**src/rtl/ps2_scan_capture_if.sv**
```systemverilog
// Signal bundle between the PS/2 capture front end and the scancode display stage.
// The master side samples the raw PS/2 lines and drives the decoded key state.
interface ps2_scan_capture_if;
  logic       ps2_clk;
  logic       ps2_data;
  logic [7:0] my_data;
  logic       predata;
  logic       code_valid;
  logic       frame_err;
  logic [7:0] press_count;

  modport master (
    input  ps2_clk,
    input  ps2_data,
    output my_data,
    output predata,
    output code_valid,
    output frame_err,
    output press_count
  );

  modport slave (
    output ps2_clk,
    output ps2_data,
    input  my_data,
    input  predata,
    input  code_valid,
    input  frame_err,
    input  press_count
  );
endinterface

```
**src/rtl/ps2_scan_capture.sv**
```systemverilog
// PS/2 keyboard front end: deserialises device-to-host frames and tracks
// make/break sequences into a latest-code, key-held flag and press counter.
module ps2_scan_capture #(
  parameter int SYNC_STAGES = 3,
  parameter int TIMEOUT_CYC = 50000
) (
  input  logic                clk,
  input  logic                clrn,
  ps2_scan_capture_if.master  bus
);

  localparam int TO_W = $clog2(TIMEOUT_CYC + 1);

  typedef enum logic [1:0] {
    IDLE  = 2'd0,
    SHIFT = 2'd1,
    CHECK = 2'd2
  } state_t;

  function automatic logic odd_parity_ok(input logic [7:0] data, input logic par);
    return ^{data, par};
  endfunction

  logic [SYNC_STAGES-1:0] clk_sync_r;
  logic [SYNC_STAGES-1:0] data_sync_r;
  state_t                 state_r;
  state_t                 state_s;
  logic [3:0]             bitcnt_r;
  logic [9:0]             shift_r;
  logic [TO_W-1:0]        timeout_r;
  logic                   break_pending_r;
  logic [7:0]             my_data_r;
  logic                   predata_r;
  logic                   code_valid_r;
  logic                   frame_err_r;
  logic [7:0]             press_count_r;
  logic                   fall_s;
  logic                   sdata_s;
  logic                   timeout_hit_s;
  logic                   frame_ok_s;
  logic [7:0]             code_s;

  assign fall_s  = (clk_sync_r[SYNC_STAGES-1 -: 2] == 2'b10);
  assign sdata_s = data_sync_r[SYNC_STAGES-1];
  assign code_s  = shift_r[7:0];

  // Synchronise the asynchronous PS/2 lines; idle line level is high
  always_ff @(posedge clk or negedge clrn) begin
    if (!clrn) begin
      clk_sync_r  <= {SYNC_STAGES{1'b1}};
      data_sync_r <= {SYNC_STAGES{1'b1}};
    end else begin
      clk_sync_r  <= {clk_sync_r[SYNC_STAGES-2:0], bus.ps2_clk};
      data_sync_r <= {data_sync_r[SYNC_STAGES-2:0], bus.ps2_data};
    end
  end

  // Frame state register
  always_ff @(posedge clk or negedge clrn) begin
    if (!clrn) begin
      state_r <= IDLE;
    end else begin
      state_r <= state_s;
    end
  end

  // Next-state logic, frame validity and inactivity timeout detection
  always_comb begin
    state_s       = state_r;
    timeout_hit_s = 1'b0;
    frame_ok_s    = 1'b0;
    case (state_r)
      IDLE: begin
        if (fall_s && !sdata_s) begin
          state_s = SHIFT;
        end else begin
          state_s = IDLE;
        end
      end
      SHIFT: begin
        if (fall_s) begin
          if (bitcnt_r == 4'd10) begin
            state_s = CHECK;
          end else begin
            state_s = SHIFT;
          end
        end else if (timeout_r == TO_W'(TIMEOUT_CYC - 1)) begin
          timeout_hit_s = 1'b1;
          state_s       = IDLE;
        end else begin
          state_s = SHIFT;
        end
      end
      CHECK: begin
        state_s    = IDLE;
        frame_ok_s = odd_parity_ok(shift_r[7:0], shift_r[8]) && shift_r[9];
      end
      default: begin
        state_s = IDLE;
      end
    endcase
  end

  // Bit capture, timeout counter and decoded key state
  always_ff @(posedge clk or negedge clrn) begin
    if (!clrn) begin
      bitcnt_r        <= 4'd0;
      shift_r         <= 10'd0;
      timeout_r       <= {TO_W{1'b0}};
      break_pending_r <= 1'b0;
      my_data_r       <= 8'h00;
      predata_r       <= 1'b0;
      code_valid_r    <= 1'b0;
      frame_err_r     <= 1'b0;
      press_count_r   <= 8'd0;
    end else begin
      code_valid_r <= 1'b0;
      frame_err_r  <= 1'b0;
      case (state_r)
        IDLE: begin
          timeout_r <= {TO_W{1'b0}};
          if (fall_s && !sdata_s) begin
            bitcnt_r <= 4'd1;
          end
        end
        SHIFT: begin
          if (fall_s) begin
            shift_r   <= {sdata_s, shift_r[9:1]};
            bitcnt_r  <= bitcnt_r + 4'd1;
            timeout_r <= {TO_W{1'b0}};
          end else if (timeout_hit_s) begin
            bitcnt_r    <= 4'd0;
            timeout_r   <= {TO_W{1'b0}};
            frame_err_r <= 1'b1;
          end else begin
            timeout_r <= timeout_r + {{(TO_W-1){1'b0}}, 1'b1};
          end
        end
        CHECK: begin
          bitcnt_r  <= 4'd0;
          timeout_r <= {TO_W{1'b0}};
          if (!frame_ok_s) begin
            frame_err_r <= 1'b1;
          end else begin
            code_valid_r <= 1'b1;
            // F0 arms a break, E0 is a prefix that carries no key information
            if (code_s == 8'hF0) begin
              break_pending_r <= 1'b1;
            end else if (code_s == 8'hE0) begin
              break_pending_r <= break_pending_r;
            end else if (break_pending_r) begin
              my_data_r       <= code_s;
              predata_r       <= 1'b0;
              break_pending_r <= 1'b0;
            end else begin
              if (!predata_r || (code_s != my_data_r)) begin
                press_count_r <= press_count_r + 8'd1;
              end
              my_data_r <= code_s;
              predata_r <= 1'b1;
            end
          end
        end
        default: begin
          bitcnt_r  <= 4'd0;
          timeout_r <= {TO_W{1'b0}};
        end
      endcase
    end
  end

  assign bus.my_data     = my_data_r;
  assign bus.predata     = predata_r;
  assign bus.code_valid  = code_valid_r;
  assign bus.frame_err   = frame_err_r;
  assign bus.press_count = press_count_r;

endmodule

```
**src/flat_wrapper.sv**
```systemverilog
// flat-port wrapper written by rule: the top's interface ports become plain ports
module ps2_scan_capture_flat 
#(
  parameter int SYNC_STAGES = 3,
  parameter int TIMEOUT_CYC = 50000
)
  (clk, clrn, bus_ps2_clk, bus_ps2_data, bus_my_data, bus_predata, bus_code_valid, bus_frame_err, bus_press_count);
  ps2_scan_capture_if bus_i ();
  input  logic clk;
  input  logic clrn;
  input wire logic [$bits(bus_i.ps2_clk)-1:0] bus_ps2_clk;
  input wire logic [$bits(bus_i.ps2_data)-1:0] bus_ps2_data;
  output wire logic [$bits(bus_i.my_data)-1:0] bus_my_data;
  output wire logic [$bits(bus_i.predata)-1:0] bus_predata;
  output wire logic [$bits(bus_i.code_valid)-1:0] bus_code_valid;
  output wire logic [$bits(bus_i.frame_err)-1:0] bus_frame_err;
  output wire logic [$bits(bus_i.press_count)-1:0] bus_press_count;
  assign bus_i.ps2_clk = bus_ps2_clk;
  assign bus_i.ps2_data = bus_ps2_data;
  assign bus_my_data = bus_i.my_data;
  assign bus_predata = bus_i.predata;
  assign bus_code_valid = bus_i.code_valid;
  assign bus_frame_err = bus_i.frame_err;
  assign bus_press_count = bus_i.press_count;
  ps2_scan_capture #(.SYNC_STAGES(SYNC_STAGES), .TIMEOUT_CYC(TIMEOUT_CYC)) u_core (.clk(clk), .clrn(clrn), .bus(bus_i));
endmodule
```
**config.mk**
```make
export PLATFORM = sky130hd
export DESIGN_NAME = ps2_scan_capture_flat
export DESIGN_NICKNAME = d
export VERILOG_FILES = /design/src/rtl/ps2_scan_capture_if.sv /design/src/rtl/ps2_scan_capture.sv /design/src/flat_wrapper.sv
export SDC_FILE = /design/constraint.sdc
export NUM_CORES = 1
export LEC_CHECK = 0
export CAP_MARGIN = 40
export CELL_PAD_IN_SITES_DETAIL_PLACEMENT = 0
export CELL_PAD_IN_SITES_GLOBAL_PLACEMENT = 1
export CORE_MARGIN = 1
export CORE_UTILIZATION = 25
export CTS_CLUSTER_SIZE = 12
export DETAILED_ROUTE_END_ITERATION = 8
export PLACE_DENSITY = 0.6
export SYNTH_ARGS = -nofsm -noshare
export SYNTH_HDL_FRONTEND = slang
export SYNTH_SLANG_ARGS = --single-unit
export TNS_END_PERCENT = 5
```
**constraint.sdc**
```tcl
create_clock -name clk -period 1.85 [get_ports clk]
set_input_delay 0.4625 -clock clk [delete_from_list [all_inputs] [get_ports clk]]
set_output_delay 0.4625 -clock clk [all_outputs]
set_load 0.03 [all_outputs]
```
==> results of run 1 <==
## state kept, by name, indices dropped and copies added, names as in the netlist
| register | count |
|---|---|
| u_core.break_pending_r | 1 |
| u_core.bus.frame_err | 1 |
| u_core.bus.press_count | 8 |
| u_core.timeout_r | 16 |
| u_core.state_r | 2 |
| u_core.bitcnt_r | 4 |
| u_core.shift_r | 10 |
| u_core.bus.predata | 1 |
| u_core.bus.my_data | 8 |
| u_core.clk_sync_r | 3 |
| u_core.bus.code_valid | 1 |
| u_core.data_sync_r | 3 |
## stage by stage
| step | utilization (%) | worst slack, ns |
|---|---|---|
| after global routing | 32.9 | -0.157 |
| final | 32.9 | -0.115 |
| after floorplan | - | -0.0590 |
| after CTS | 32.6 | -0.105 |
| after global placement | 31.1 | -0.0879 |
| after detailed placement | 31.1 | -0.174 |
## what timing repair did
action | in CTS | in global routing
setup buffers | 0 | 1
endpoints found under the setup margin | 35 | 18
pin swaps | 2 | 2
cloned | 0 | 0
resized for setup | 19 | 5
## cell usage after synthesis
library cell	number	area share (%)
nand3_1	9	1.6
a22o_1	2	0.63
o21ai_0	2	0.36
xor3_1	1	0.86
nor4b_1	1	0.32
o22ai_1	1	0.23
nand4b_1	1	0.32
nand2b_1	1	0.23
nand2_1	14	1.9
and2_1	4	0.90
inv_1	9	1.2
nand4_1	6	1.4
and4_1	3	0.95
o2111ai_1	3	0.95
or3_1	1	0.23
mux2_4	5	2.7
xnor2_1	13	4.1
o2bb2ai_1	1	0.32
clkbuf_1	2	0.27
nor3b_1	1	0.27
nand3b_1	3	0.81
ha_1	7	3.2
a41o_1	1	0.36
mux2i_1	1	0.36
dfrtp_1	52	47
mux2i_2	1	0.50
xnor3_1	1	0.81
dfstp_2	6	5.7
nor4bb_1	2	0.72
buf_6	1	0.41
or3b_2	1	0.32
nor2_1	22	3.0
xor2_1	18	5.7
a31oi_1	2	0.45
o21ba_2	1	0.36
nor3_1	2	0.36
mux2_2	16	6.5
xnor3_2	1	0.86
clkbuf_2	1	0.18
nor4_1	1	0.23
or4b_1	1	0.36
mux2i_4	1	0.81
a21oi_1	6	1.1
and3_1	1	0.23
## logic make-up after synthesis
group | synth area share [%]
simple gates | 14.1
flops | 52.7
mux | 10.9
buf+inv | 2.08
xor+xnor | 12.3
fa+ha+maj | 3.16
compound gates | 4.75
## placed cells by master, fill, tap and decap left out, types with 2 or more instances in the layout
cell	n
inv_1	9
a31oi_1	2
nand3_1	8
nor2_1	22
and4_1	3
clkbuf_1	2
clkbuf_8	11
dfstp_2	6
buf_12	3
nor3_1	2
clkinv_2	3
mux2i_4	2
nand3b_1	3
xnor2_1	12
mux2_2	11
nand2_1	14
buf_4	17
nand4_1	6
o2111ai_2	2
mux2_4	10
dlygate4sd2_1	17
a21oi_1	6
o21ai_0	2
a22o_1	2
and2_1	4
clkdlybuf4s50_1	4
nor4bb_1	2
dfrtp_1	51
xor2_1	18
ha_1	7
## power by group through the flow
| stage | Clock (uW) | Combinational [uW] | Sequential, uW |
|---|---|---|---|
| floorplan | 0 | 1010 | 1600 |
| global placement | 0 | 1560 | 1600 |
| detailed placement | 0 | 1570 | 1610 |
| CTS | 1080 | 1620 | 1580 |
| global route | 1140 | 1900 | 1620 |
| finish | 1030 | 1760 | 1590 |
## how the worst min path moves through the flow
stage | startpoint | endpoint | slack [ns] | cells after the start
floorplan | clrn | u_core.bitcnt_r[0] | 0.17 | 0
global placement | u_core.data_sync_r[1] | u_core.data_sync_r[2] | 0.35 | 0
finish | clrn | u_core.timeout_r[11] | 0.12 | 2
detailed placement | u_core.data_sync_r[1] | u_core.data_sync_r[2] | 0.35 | 0
CTS | clrn | u_core.timeout_r[9] | 0.12 | 2
global route | clrn | u_core.timeout_r[11] | 0.13 | 2
## cell type report
| type | count | area, um2 |
|---|---|---|
| sequential | 58 | 1460 |
| tap | 140 | 175 |
| inverter | 9 | 33.8 |
| fill | 1072 | 7240 |
| clock buffer | 13 | 159 |
| timing repair buffer | 43 | 393 |
| clock inverter | 3 | 15.0 |
| multi-input combinational | 158 | 1320 |
## routing by layer
layer / part of all wire (%) / track usage [%]
met5: 0 / 0
met4: 1.0 / 3.62
met3: 4.7 / 4.62
met2: 46 / 15.6
met1: 48 / 13.4
==> out/results.ini, run 1 <==
[timing]
max_clock_freq_ghz=0.509
tns_ns=-1.23
hold_ws_ns=0.116
finalSetupViolCount=17
clock_skew_ns=0.00503
slew-limit-headroom_pct=68.0
maxSlewViolCount=0
grt_setup_unrepaired=true
timing.final.crit_share_pct=106
worst_slack_ns=-0.115
hold_violations=0
layout_min_cycle_time_ns=1.96
worst_slew_pin_slew_ns=0.478

[drt]
wl_mm=5.21
drtPass1Iterations=4
ant_nets=0
vias_per_cell=4.38
avgRoutedWirePerCell_um=12.3
vias=1856
route.detailed.drc=0
drtIter0Drc=58

[critical_path]
critPathMaxFanout=11
reg2reg_to=u_core.bus.my_data[5]
crit_type=reg -> reg
cpLargestDelayFamily=XOR/XNOR gates
critPathCaptureType=flop
cp_data_required_time_ns=2.07
cpMaxStageDelayCell=xnor3_2
cp.buffers_inverters=2
reg2reg_setup_slack_ns=-0.11
rr_worst_depth=6
r2r_start=u_core.shift_r[1]
cp-start-kind=flop
worstPathCellList=xor2_1, xnor3_2, buf_6, mux2i_4, buf_12, mux2_4
crit_arrival_ns=2.18
worstSetupEndpoint=u_core.bus.my_data[5]
slowest_delay_ns=0.46
critPathLaunch=u_core.shift_r[1]
cp_num_cells=6

[logic_synthesis]
ys_warn_count=0
synthCells=229
synth.ff_latch_count=58
syn-cell-area_mm2=0.00277
synth_cell_type_count=44
seq_area_frac_synth_pct=52.7
synth_nets=240
syn_avg_cell_area_um2=12.1

[die]
row_count=38
initial_core_util_pct=25.7
io_pins=23
die_h_um=107
die_area_mm2=0.0115
core_mm2=0.0108
fp.dieW_um=107

[placed_design]
dpl.hpwl_mm=3.62
place.port_buffers=22
routabilityCongestion=0.752
dp_cells=407
dpl_cell_area_mm2=0.00335

[power_and_ir_drop]
p_leak_uw=0.00167
swShare_pct=31.3
p_int_uw=3010
p_seq_share_pct=36.3
combPwrFrac_pct=40.2
ir_drop_uv=502
total_power_uw=4380
power_frac_clock_pct=23.5
powerDensity_mw_per_mm2=1230
netSwitchingPower_uw=1370

[cts]
clk_pin_slew_ns=0.06
postCtsHoldBufs=0
clk_latency_ns=0.33
root_buffer=clkbuf_8
cts.htree.levels=3
cts_inserted_buffers=9
cts.sinks=58
clockBufferDepth=2
cts_tree=built

[global_routing]
grt_pass1_wl_mm=9.14
grt.overflow.total=0
antenna_found_initial=0
grt_pass1_vias=1919
track_usage_pct=10.5
grt_max_degree=59

[min_path]
hold_class=in -> async

[status]
violations=setup timing
status=finished, violations left

[layout]
area_growth_pct=28.2
diodes=0
instances_no_fill=424
drive_gt1_share_pct=26.4
fin_area_mm2=0.00355
nNetsFinal=290

[run]
maxCapViolations=0

(Power assumes the default switching activity.)
==> run 2: changes to the inputs <==
- CORE_ASPECT_RATIO: unset -> 0.9
==> run 2 against run 1 <==
The run still ends with setup timing left. Clock-buffer cell count decreased by 2. Wire length increased by 11%. Non-clock buffer count increased by 8. Clock power increased by 77%. Sequential share of layout area decreased by 2.7 points. Sequential power about the same. Critical path depth decreased by 1. Largest cell class unchanged. Largest power group unchanged. Highest routed layer unchanged.
==> out/results.ini, run 2 (synthesis results as in run 1) <==
[status]
status=finished, violations left
violations=setup timing

[die]
initial_core_util_pct=25.6
die_area_mm2=0.0115
io_pins=23
core_mm2=0.0108
row_count=36
fp.dieW_um=113
die_h_um=102

[timing]
timing.final.crit_share_pct=106
tns_ns=-1.45
grt_setup_unrepaired=true
clock_skew_ns=0.00838
worst_slack_ns=-0.110
maxSlewViolCount=0
layout_min_cycle_time_ns=1.96
max_clock_freq_ghz=0.510
finalSetupViolCount=18
slew-limit-headroom_pct=67.2
hold_violations=0
worst_slew_pin_slew_ns=0.492

[layout]
area_growth_pct=37.3
largest_reg_flops=16
multi_input_area_mm2=0.00134
diodes=0
nNetsFinal=298
fin_area_mm2=0.00380
utilization_pct=35.2
instances_no_fill=424
layout_commonest_cell=dfrtp_1
drive_gt1_share_pct=29.2
ff_latch_area_mm2=0.00146
num-fill-cells=1095
final_cell_mix=51 x dfrtp_1, 23 x buf_4, 22 x nor2_1, 18 x xor2_1, 16 x dlygate4sd2_1
top_regs=u_core.timeout_r: 16 flops, u_core.shift_r: 10 flops
top_register=u_core.timeout_r

[critical_path]
rr_worst_depth=5
cp-start-kind=flop
reg2reg_setup_slack_ns=-0.11
cp_num_cells=5
critPathCaptureType=flop
cpMaxStageDelayCell=xnor3_2
worstPathCellList=xor2_1, xnor3_2, mux2i_4, buf_12, mux2_4
critPathMaxFanout=9
cp_data_required_time_ns=2.06
cpLargestDelayFamily=XOR/XNOR gates
crit_type=reg -> reg
cp.buffers_inverters=1
slowest_delay_ns=0.46
crit_arrival_ns=2.17

[power_and_ir_drop]
total_power_uw=5360
p_leak_uw=0.00178
powerDensity_mw_per_mm2=1410
ir_drop_uv=535

[drt]
avgRoutedWirePerCell_um=13.7
wl_mm=5.79
route.detailed.drc=0
drtPass1Iterations=4
vias=1901
vias_per_cell=4.48
ant_nets=0
drtIter0Drc=56

[run]
maxCapViolations=0

[cts]
postCtsHoldBufs=0
cts_tree=built
clk_latency_ns=0.32
cts.sinks=58
clockBufferDepth=2
clk_pin_slew_ns=0.05
root_buffer=clkbuf_16
cts_inserted_buffers=9
cts.htree.levels=3

[global_routing]
antenna_found_initial=0
top_usage_layer=met2
grt_pass1_vias=2037
grt_util_met3_pct=2.73
grtUsageMet2_pct=18.0
grt_pass1_wl_mm=9.89
grt_max_degree=25
grt.overflow.total=0
met1_usage_pct=14.5
track_usage_pct=11.2

[placed_design]
dp_cells=405
routabilityCongestion=0.760
dpl_cell_area_mm2=0.00340
place.port_buffers=22
dpl.hpwl_mm=3.94

[min_path]
hold_class=in -> async

-- run 2: power by group --
group	leakage, uW	internal (uW)	total (uW)	switching, uW
sequential	0.000765	1430	1600	164
combinational	0.000863	1120	1950	825
clock	0.000154	1240	1820	574
total	0.00178	3800	5360	1560
-- run 2: final cells by class --
type | instances | share of cell area (%)
sequential | 58 | 38.4
multi-input combinational | 158 | 35.3
timing repair buffer | 51 | 12.4
clock buffer | 11 | 6.65
tap | 133 | 4.38
clock inverter | 4 | 1.97
inverter | 9 | 0.889
-- run 2: final timing paths --
| path | startpoint | end |
|---|---|---|
| hold / removal | clrn | u_core.bus.my_data[4] |
| max in group asynchronous | clrn | u_core.data_sync_r[0] |
| setup reg to reg | u_core.shift_r[4] | u_core.bus.my_data[2] |
| setup / recovery | u_core.shift_r[4] | u_core.bus.my_data[2] |
| hold reg to reg | u_core.clk_sync_r[0] | u_core.clk_sync_r[1] |
| min in group clk | u_core.clk_sync_r[0] | u_core.clk_sync_r[1] |
-- run 2: per-stage QoR --
stage	hold slack, ns	setup WS, ns
3_5_place_dp	0.347	-0.0979
6_report	0.0991	-0.110
2_1_floorplan	0.167	-0.0590
5_1_grt	0.127	-0.203
3_3_place_gp	0.345	-0.0858
4_1_cts	0.111	-0.0996
-- run 2: routing by layer --
metal / up-vias / wire length [um]
li1: 918 / -
met1: 952 / 2900
met2: 23 / 2640
met3: 8 / 133
met4: 0 / 119
met5: - / 0
-- run 2: what timing repair did --
action                                  4_1_cts  5_1_grt
endpoints found under the setup margin       34       23
resized for setup                            20        8
hold endpoints to repair                      0        0
buffers inserted                              0        4
pin swaps                                     4        4
